$ cat config.mk
export PLATFORM = sky130hd
export DESIGN_NAME = if_fetch_unit
export DESIGN_NICKNAME = d
export VERILOG_FILES = /design/src/rtl/if_pkg.sv /design/src/rtl/if_skid_buf.sv /design/src/rtl/if_fetch_unit.sv
export SDC_FILE = /design/constraint.sdc
export NUM_CORES = 1
export LEC_CHECK = 0
export CAP_MARGIN = 5
export CORE_ASPECT_RATIO = 0.9
export CORE_MARGIN = 3
export CORE_UTILIZATION = 49
export CTS_CLUSTER_SIZE = 25
export DETAILED_ROUTE_END_ITERATION = 12
export PLACE_DENSITY = 0.88
export SYNTH_ARGS = -nofsm -noshare
export SYNTH_HDL_FRONTEND = slang
export SYNTH_HIERARCHICAL = 1
export SYNTH_SLANG_ARGS = --single-unit
export TNS_END_PERCENT = 5
$ cat constraint.sdc
create_clock -name clk -period 4.88 [get_ports clk]
set_clock_uncertainty 0.1 [all_clocks]
set_input_delay 0.976 -clock clk [delete_from_list [all_inputs] [get_ports clk]]
set_output_delay 0.976 -clock clk [all_outputs]
set_load 0.05 [all_outputs]
$ cat src/rtl/if_pkg.sv
// Shared widths, constants and state encoding for the instruction-fetch stage.
package if_pkg;

  localparam int PC_W    = 13;
  localparam int INSTR_W = 32;

  // Bubble loaded into IF/ID on a flush.
  localparam logic [INSTR_W-1:0] NOP = 32'h0000_0000;

  typedef enum logic [1:0] {
    BOOT    = 2'd0,
    FETCH   = 2'd1,
    HELD    = 2'd2,
    DISCARD = 2'd3
  } if_state_e;

  // PC advance, wrapping modulo 2^PC_W.
  function automatic logic [PC_W-1:0] pc_inc4(input logic [PC_W-1:0] pc);
    return pc + PC_W'(4);
  endfunction

endpackage

$ cat src/rtl/if_skid_buf.sv
// Single-entry skid buffer: parks a fetched instruction and its PC+4 while ID
// is stalled, so a memory response accepted during a stall is never lost.
module if_skid_buf
  import if_pkg::*;
(
  input  logic               clk,
  input  logic               rst_n,
  input  logic               load,
  input  logic               clr,
  input  logic [INSTR_W-1:0] instr_in,
  input  logic [PC_W-1:0]    pc4_in,
  output logic [INSTR_W-1:0] instr_out,
  output logic [PC_W-1:0]    pc4_out,
  output logic               valid_out
);

  logic               valid_d, valid_q;
  logic [INSTR_W-1:0] instr_d, instr_q;
  logic [PC_W-1:0]    pc4_d, pc4_q;

  // Next-entry selection; clear wins over load.
  always_comb begin
    valid_d = valid_q;
    instr_d = instr_q;
    pc4_d   = pc4_q;
    if (clr) begin
      valid_d = 1'b0;
    end else if (load) begin
      valid_d = 1'b1;
      instr_d = instr_in;
      pc4_d   = pc4_in;
    end
  end

  // Only the valid bit needs a reset; payload is ignored while invalid.
  always_ff @(posedge clk or negedge rst_n) begin
    if (!rst_n) valid_q <= 1'b0;
    else        valid_q <= valid_d;
  end

  // Payload registers.
  always_ff @(posedge clk) begin
    instr_q <= instr_d;
    pc4_q   <= pc4_d;
  end

  assign instr_out = instr_q;
  assign pc4_out   = pc4_q;
  assign valid_out = valid_q;

endmodule

$ cat src/rtl/if_fetch_unit.sv
// Instruction-fetch controller: owns the PC, handshakes with instruction
// memory and drives the IF/ID load/bubble strobes, handling ID stalls and
// branch redirects (including redirects while a fetch is still outstanding).
module if_fetch_unit
  import if_pkg::*;
#(
  parameter logic [PC_W-1:0] RESET_PC = 13'h0000
) (
  input  logic               clk,
  input  logic               rst_n,
  input  logic               stall_in,
  input  logic               branch_taken,
  input  logic [PC_W-1:0]    branch_target,
  output logic               imem_req,
  output logic [PC_W-1:0]    imem_addr,
  input  logic               imem_ready,
  input  logic [INSTR_W-1:0] imem_rdata,
  output logic               hold,
  output logic               IF_flush,
  output logic [INSTR_W-1:0] instruc_out,
  output logic [PC_W-1:0]    PC_plus_4_out
);

  if_state_e          state_d, state_q;
  logic [PC_W-1:0]    pc_d, pc_q;
  // Address of the fetch still in flight when a redirect arrived.
  logic [PC_W-1:0]    old_addr_d, old_addr_q;

  logic               redirect;
  logic               skid_load, skid_clr, skid_valid;
  logic [INSTR_W-1:0] skid_instr;
  logic [PC_W-1:0]    skid_pc4;

  // A stalled ID re-presents its branch later, so stall masks the redirect.
  assign redirect = branch_taken & ~stall_in;

  if_skid_buf u_skid (
    .clk       (clk),
    .rst_n     (rst_n),
    .load      (skid_load),
    .clr       (skid_clr),
    .instr_in  (imem_rdata),
    .pc4_in    (pc_inc4(pc_q)),
    .instr_out (skid_instr),
    .pc4_out   (skid_pc4),
    .valid_out (skid_valid)
  );

  // Next-state, PC update and combinational IF/ID / memory outputs.
  always_comb begin
    state_d       = state_q;
    pc_d          = pc_q;
    old_addr_d    = old_addr_q;
    imem_req      = 1'b0;
    imem_addr     = pc_q;
    hold          = 1'b0;
    IF_flush      = 1'b0;
    instruc_out   = NOP;
    PC_plus_4_out = pc_inc4(pc_q);
    skid_load     = 1'b0;
    skid_clr      = 1'b0;

    case (state_q)
      BOOT: begin
        // IF/ID has no reset of its own; bubble it once.
        IF_flush = 1'b1;
        state_d  = FETCH;
      end

      FETCH: begin
        imem_req = 1'b1;
        if (redirect) begin
          IF_flush = 1'b1;
          pc_d     = branch_target;
          skid_clr = 1'b1;
          if (!imem_ready) begin
            old_addr_d = pc_q;
            state_d    = DISCARD;
          end
        end else if (imem_ready && !stall_in) begin
          hold        = 1'b1;
          instruc_out = imem_rdata;
          pc_d        = pc_inc4(pc_q);
        end else if (imem_ready) begin
          // ID stalled while the response arrives: park it, no refetch.
          skid_load = 1'b1;
          state_d   = HELD;
        end else begin
          IF_flush = ~stall_in;
        end
      end

      HELD: begin
        if (redirect) begin
          IF_flush = 1'b1;
          pc_d     = branch_target;
          skid_clr = 1'b1;
          state_d  = FETCH;
        end else if (!stall_in) begin
          hold          = 1'b1;
          instruc_out   = skid_valid ? skid_instr : NOP;
          PC_plus_4_out = skid_pc4;
          pc_d          = pc_inc4(pc_q);
          skid_clr      = 1'b1;
          state_d       = FETCH;
        end
      end

      DISCARD: begin
        // Keep the stale request stable until memory answers, then drop it.
        imem_req  = 1'b1;
        imem_addr = old_addr_q;
        IF_flush  = ~stall_in;
        if (redirect) begin
          pc_d     = branch_target;
          skid_clr = 1'b1;
        end
        if (imem_ready) state_d = FETCH;
      end

      default: state_d = BOOT;
    endcase
  end

  // State, PC and stale-address registers.
  always_ff @(posedge clk or negedge rst_n) begin
    if (!rst_n) begin
      state_q    <= BOOT;
      pc_q       <= RESET_PC;
      old_addr_q <= RESET_PC;
    end else begin
      state_q    <= state_d;
      pc_q       <= pc_d;
      old_addr_q <= old_addr_d;
    end
  end

endmodule

==> impl_metrics.ini, run 1 <==
[timing]
hold_violations = 0
post-route-min-period_ps = 4390
slew_viol_final = 0
whs_ps = 392
post-route-period-util = 0.899
worst_pin_slew_ps = 1140
slew_headroom = 0.242
setup_viol = 0
fin_tns_setup_ps = 0
setup_slack_ps = 491
max_freq_ghz = 0.228
rsz0062_at_grt = no

[clocking]
clock_latency_ps = 340
cts-resized-gates = 0
cts_buffer_depth = 2
cts_buffers = 9
cts.sinks = 74
post-cts-setup-buffer-count = 0
cts_tree = built
cts_root_buffer = clkbuf_8
path_clk_slew_ps = 80
cts_hold_buf = 0
h-tree-depth = 3

[worst_setup_path]
slowest_stage = clkdlybuf4s50_1
arrival_ps = 3310
critPathKind = input pin to output port
crit_top_cell = clkdlybuf4s50_1
crit_chain = clkdlybuf4s50_1 -> nor2_1 -> nand2_1 -> mux2_2 -> clkdlybuf4s50_1
worst_setup_path_end_kind = output port
crit_path_max_fanout = 15
cpPeakStageDelay_ps = 700
worstPathRequired_ps = 3800
start_kind = input pin

[die]
core_mm2 = 0.00815
die_h_um = 93.5
std_cell_rows = 31
ios = 111
die_w_um = 103
initial_utilization = 0.512
dieArea_mm2 = 0.00966

[detailed_routing]
top_layer_used = met4
drt-initial-drc-count = 239
via_per_inst = 5.68
wl_met1_mm = 4.28
num_vias = 3105
met2_wirelength_mm = 5.02
drc = 0
routed_wirelength_mm = 10.2
first_pass_iters = 4
wl_met3_um = 784
final_antenna_net_count = 0
wire_per_inst_um = 18.6

[global_route]
overflow = 0
antenna_found_initial = 0
gr-usage-all-layers = 0.219
first_global_vias = 3093
grt_pass1_wl_mm = 16.3
grt_max_degree = 34

[power]
seqPwrFrac = 0.283
p_per_area_mw_per_mm2 = 607
peakVddDrop_mv = 0.414
swShare = 0.441
power_leakage_nw = 2.11
power.switching_mw = 1.55
p_int_mw = 1.97
combPwrFrac = 0.555
p_clk_frac = 0.163

[synthesis]
syn_inst = 342
synth_area_mm2 = 0.00417
yosysWarnings = 6
synth-edff-count = 45
synth_seq_cells = 74
synthArstFlopShare = 0.392
avgSynthCellArea_um2 = 12.2
synth_ff_type = edfxtp_1
synth-seq-area-share = 0.498
synth.distinct_cells = 55
syn-num-nets = 398

[place]
dp_cells = 531
port_buffers = 110
place_hpwl_mm = 7.43
globalplace.congestion = 0.919
pre_cts_slack_ps = 496

[final_layout]
fillers = 546
instances_no_fill = 547
drive_above_1_share = 0.344
nNetsFinal = 499
diodes = 0
area_growth_pct = 39.2

[run_status]
status = completed

[hold_path]
hold_class = flop to flop

[job]
maxCapViolations = 0
-- power by group through the flow --
| stage | Clock, mW | Sequential [mW] | Combinational [mW] |
|---|---|---|---|
| 3_3_place_gp | 0 | 0.993 | 1.92 |
| 2_1_floorplan | 0 | 0.954 | 1.40 |
| 6_report | 0.573 | 0.997 | 1.95 |
| 5_1_grt | 0.609 | 1.02 | 2.07 |
| 4_1_cts | 0.581 | 0.992 | 1.96 |
| 3_5_place_dp | 0 | 1.00 | 1.95 |
-- layout make-up --
class / instances / area, um2 / area share
clock buffer: 10 / 128 / 0.0220
clock inverter: 6 / 113 / 0.0194
inverter: 10 / 37.5 / 0.00646
multi-input combinational: 233 / 1870 / 0.322
sequential: 74 / 2080 / 0.358
tap: 99 / 124 / 0.0213
timing repair buffer: 115 / 1460 / 0.251
-- cells by family (layout without fill, tap and decap cells) --
| group | count (synthesis) | after routing | synth area share |
|---|---|---|---|
| muxes | 30 | 30 | 0.0816 |
| buffers and inverters | 35 | 141 | 0.0555 |
| DFF | 74 | 74 | 0.498 |
| AOI/OAI and AO/OA | 77 | 77 | 0.165 |
| and+or+nand+nor | 113 | 113 | 0.167 |
| adders and majority gates | 6 | 6 | 0.0180 |
| xor gates and xnor gates | 7 | 7 | 0.0147 |
-- per-stage QoR --
step | instance area, um2 | total power, mW | utilization
after global routing | 5810 | 3.70 | 0.713
final | 5810 | 3.52 | 0.713
after CTS | 5810 | 3.53 | 0.713
after detailed placement | 5570 | 2.96 | 0.684
after floorplan | 4170 | 2.35 | -
after global placement | 5570 | 2.91 | 0.684
-- cell usage after synthesis (4+ instances only) --
master	n	area, um2
edfxtp_1	45	1350
a22oi_2	30	375
nor2b_2	30	263
dfrtp_1	29	726
mux2_2	28	315
nand2_1	19	71.3
nor2_1	18	67.6
o21ai_0	14	70.1
a21oi_1	11	55.1
nand3_1	10	50.1
inv_1	9	33.8
clkbuf_1	8	30.0
buf_4	7	52.6
ha_1	6	75.1
nor3_1	6	30.0
nand4_1	5	31.3
nor2b_1	5	31.3
buf_2	4	20.0
o211ai_1	4	30.0
xnor2_1	4	35.0
-- registers in the layout, summed over array words and instances, names as in the netlist --
signal and count:
old_addr_q 13, state_q 2, u_skid/instr_out 32, u_skid/pc4_out 13, pc_q 13, u_skid/valid_out 1
-- cell usage in the layout (no fill, tap or decap), types with 3 or more instances in the layout --
cell type,Yosys,routed
a21oi_1,11,11
a22oi_2,30,30
buf_12,3,32
buf_4,7,6
bufinv_16,0,3
clkbuf_8,0,9
clkdlybuf4s50_1,0,77
dfrtp_1,29,29
edfxtp_1,45,45
ha_1,6,6
inv_1,9,9
mux2_2,28,28
nand2_1,19,19
nand3_1,10,10
nand4_1,5,5
nor2_1,18,18
nor2b_1,5,4
nor2b_2,30,30
nor3_1,6,6
o211ai_1,4,4
o21ai_0,14,14
o31ai_1,3,3
xnor2_1,4,4
xor2_1,3,3
-- critical path: cells and delay by family --
kind                   cells  cell delay, ps
buffers and inverters      2            1370
multiplexers               1             400
AND/OR/NAND/NOR            2             550
-- path summary, 6_finish.rpt --
| kind | slack, ps | endpoint | start | cells after the start |
|---|---|---|---|---|
| min in group asynchronous | 910 | pc_q[8] | rst_n | 2 |
| max in group asynchronous | 3490 | pc_q[2] | rst_n | 2 |
| setup / recovery | 490 | PC_plus_4_out[8] | branch_taken | 5 |
| setup reg to reg | 1640 | u_skid/pc4_out[1] | state_q[0] | 6 |
| hold reg to reg | 390 | u_skid/valid_out | u_skid/valid_out | 1 |
| hold / removal | 390 | u_skid/valid_out | u_skid/valid_out | 1 |
-- routing by layer --
layer  vias up  GRT usage
met2       138      0.340
met5         -          0
li1       1460          -
met3        11     0.0544
met1      1496      0.311
met4         0     0.0496
No activity file was read; power rests on OpenSTA's default activity.
==> inputs of run 2 (changes only) <==
--- a/config.mk
+++ b/config.mk
@@ -11,6 +11,7 @@
 export CORE_UTILIZATION = 49
 export CTS_CLUSTER_SIZE = 25
 export DETAILED_ROUTE_END_ITERATION = 12
+export GPL_TIMING_DRIVEN = 0
 export PLACE_DENSITY = 0.88
 export SYNTH_ARGS = -nofsm -noshare
 export SYNTH_HDL_FRONTEND = slang
==> constraint.sdc (replaced) <==
create_clock -name clk -period 4.88 [get_ports clk]
set_clock_uncertainty 0.1 [all_clocks]
set_input_delay 0.976 -clock clk [delete_from_list [all_inputs] [get_ports clk]]
set_output_delay 0.976 -clock clk [all_outputs]
set_load 0.01 [all_outputs]
==> impl_metrics.ini, run 2 (synthesis results as in run 1) <==
[final_layout]
nNetsFinal = 519
area_growth_pct = 34.9
final_common_cell = clkdlybuf4s50_1
most-common-layout-cells = clkdlybuf4s50_1, edfxtp_1, a22oi_2, nor2b_2, dfrtp_1
drive_above_1_share = 0.284
diodes = 0
fin_util = 0.691
largest_reg_flops = 32

[die]
die_h_um = 93.5
core_mm2 = 0.00815
ios = 111
std_cell_rows = 31
die_w_um = 103
initial_utilization = 0.512
dieArea_mm2 = 0.00966

[timing]
slew_viol_final = 0
max_freq_ghz = 0.230
post-route-min-period_ps = 4350
fin_tns_setup_ps = 0
setup_viol = 0
slew_headroom = 0.489
post-route-period-util = 0.891
rsz0062_at_grt = no
hold_violations = 0
worst_pin_slew_ps = 765

[worst_setup_path]
crit_path_max_fanout = 10
worst_setup_path_end_kind = output port
crit_end = instruc_out[11]
arrival_ps = 3270
startpoint = stall_in
worstPathRequired_ps = 3800
r2r_end = u_skid/instr_out[21]
ff2ff_setup_slack_ps = 1880
worstRegToRegCells = 8
critPathKind = input pin to output port
rr_startpoint = state_q[0]
start_kind = input pin

[job]
maxCapViolations = 0

[global_route]
first_global_vias = 3344
overflow = 0
grt_pass1_wl_mm = 16.7
antenna_found_initial = 0
grt_max_degree = 24
gr-usage-all-layers = 0.223

[clocking]
cts_buffer_depth = 2
cts.sinks = 74
clock_latency_ps = 350
cts_root_buffer = clkbuf_8
path_clk_slew_ps = 70
cts_tree = built
h-tree-depth = 3
post-cts-setup-buffer-count = 0
cts_buffers = 9
cts_hold_buf = 0
cts-resized-gates = 0

[place]
place_hpwl_mm = 7.72
globalplace.congestion = 0.855
port_buffers = 108

[power]
power_leakage_nw = 2.02
p_int_mw = 1.87
peakVddDrop_mv = 0.305
p_per_area_mw_per_mm2 = 520
combPwrFrac = 0.506
seqPwrFrac = 0.334
p_clk_frac = 0.161
swShare = 0.361
power.switching_mw = 1.06

[detailed_routing]
first_pass_iters = 4
routed_wirelength_mm = 10.4
drc = 0
drt-initial-drc-count = 194
wire_per_inst_um = 18.3
via_per_inst = 5.65
final_antenna_net_count = 0
num_vias = 3203

[hold_path]
hold_depth = 1
hold_class = flop to flop

[run_status]
status = completed
==> run 2: worst min-delay path by stage <==
stage                                start                to  slack, ps
after floorplan           u_skid/valid_out  u_skid/valid_out        360
after global placement    u_skid/valid_out  u_skid/valid_out        370
final                     u_skid/valid_out  u_skid/valid_out        390
after CTS                 u_skid/valid_out  u_skid/valid_out        400
after global routing        old_addr_q[12]    old_addr_q[12]        430
after detailed placement  u_skid/valid_out  u_skid/valid_out        380
==> run 2: layout make-up <==
type,instances,area (um2)
buffer,25,194
timing repair buffer,110,1140
multi-input combinational,233,1870
inverter,10,37.5
sequential,74,2080
tap,99,124
fill,592,2520
clock inverter,5,56.3
clock buffer,11,131
==> run 2: critical path, stage by stage <==
cell and delay [ps]:
clkdlybuf4s50_1 500, nor3b_4 510, and2_4 240, buf_8 120
buf_12 140, a22oi_2 90, nor2b_2 130, clkdlybuf4s50_1 560
==> run 2: power by group through the flow <==
stage	registers, mW	clock network, mW	logic (mW)
2_1_floorplan	0.954	0	0.881
3_3_place_gp	0.981	0	1.42
3_5_place_dp	0.988	0	1.47
4_1_cts	0.974	0.478	1.49
5_1_grt	0.998	0.501	1.61
6_report	0.977	0.470	1.48
==> run 2: metal layers <==
layer  vias to the layer above  part of all wire  GRT usage
met5                         -                 0          0
met4                         0             0.025     0.0809
met3                        25             0.072     0.0626
met2                       142              0.48      0.348
met1                      1534              0.42      0.297
li1                       1502                 -          -
==> run 2: through the flow <==
| step | std cells | hold WS (ps) | worst slack (ps) | instance area [um2] | power, mW |
|---|---|---|---|---|---|
| final | 567 | 393 | 532 | 5630 | 2.93 |
| after global routing | 567 | 431 | 458 | 5630 | 3.11 |
| after CTS | 567 | 400 | 529 | 5630 | 2.94 |
| after detailed placement | 551 | 383 | 530 | 5440 | 2.46 |
| after global placement | 549 | 369 | -491 | 5380 | 2.41 |
| after floorplan | 342 | 360 | 806 | 4170 | 1.84 |
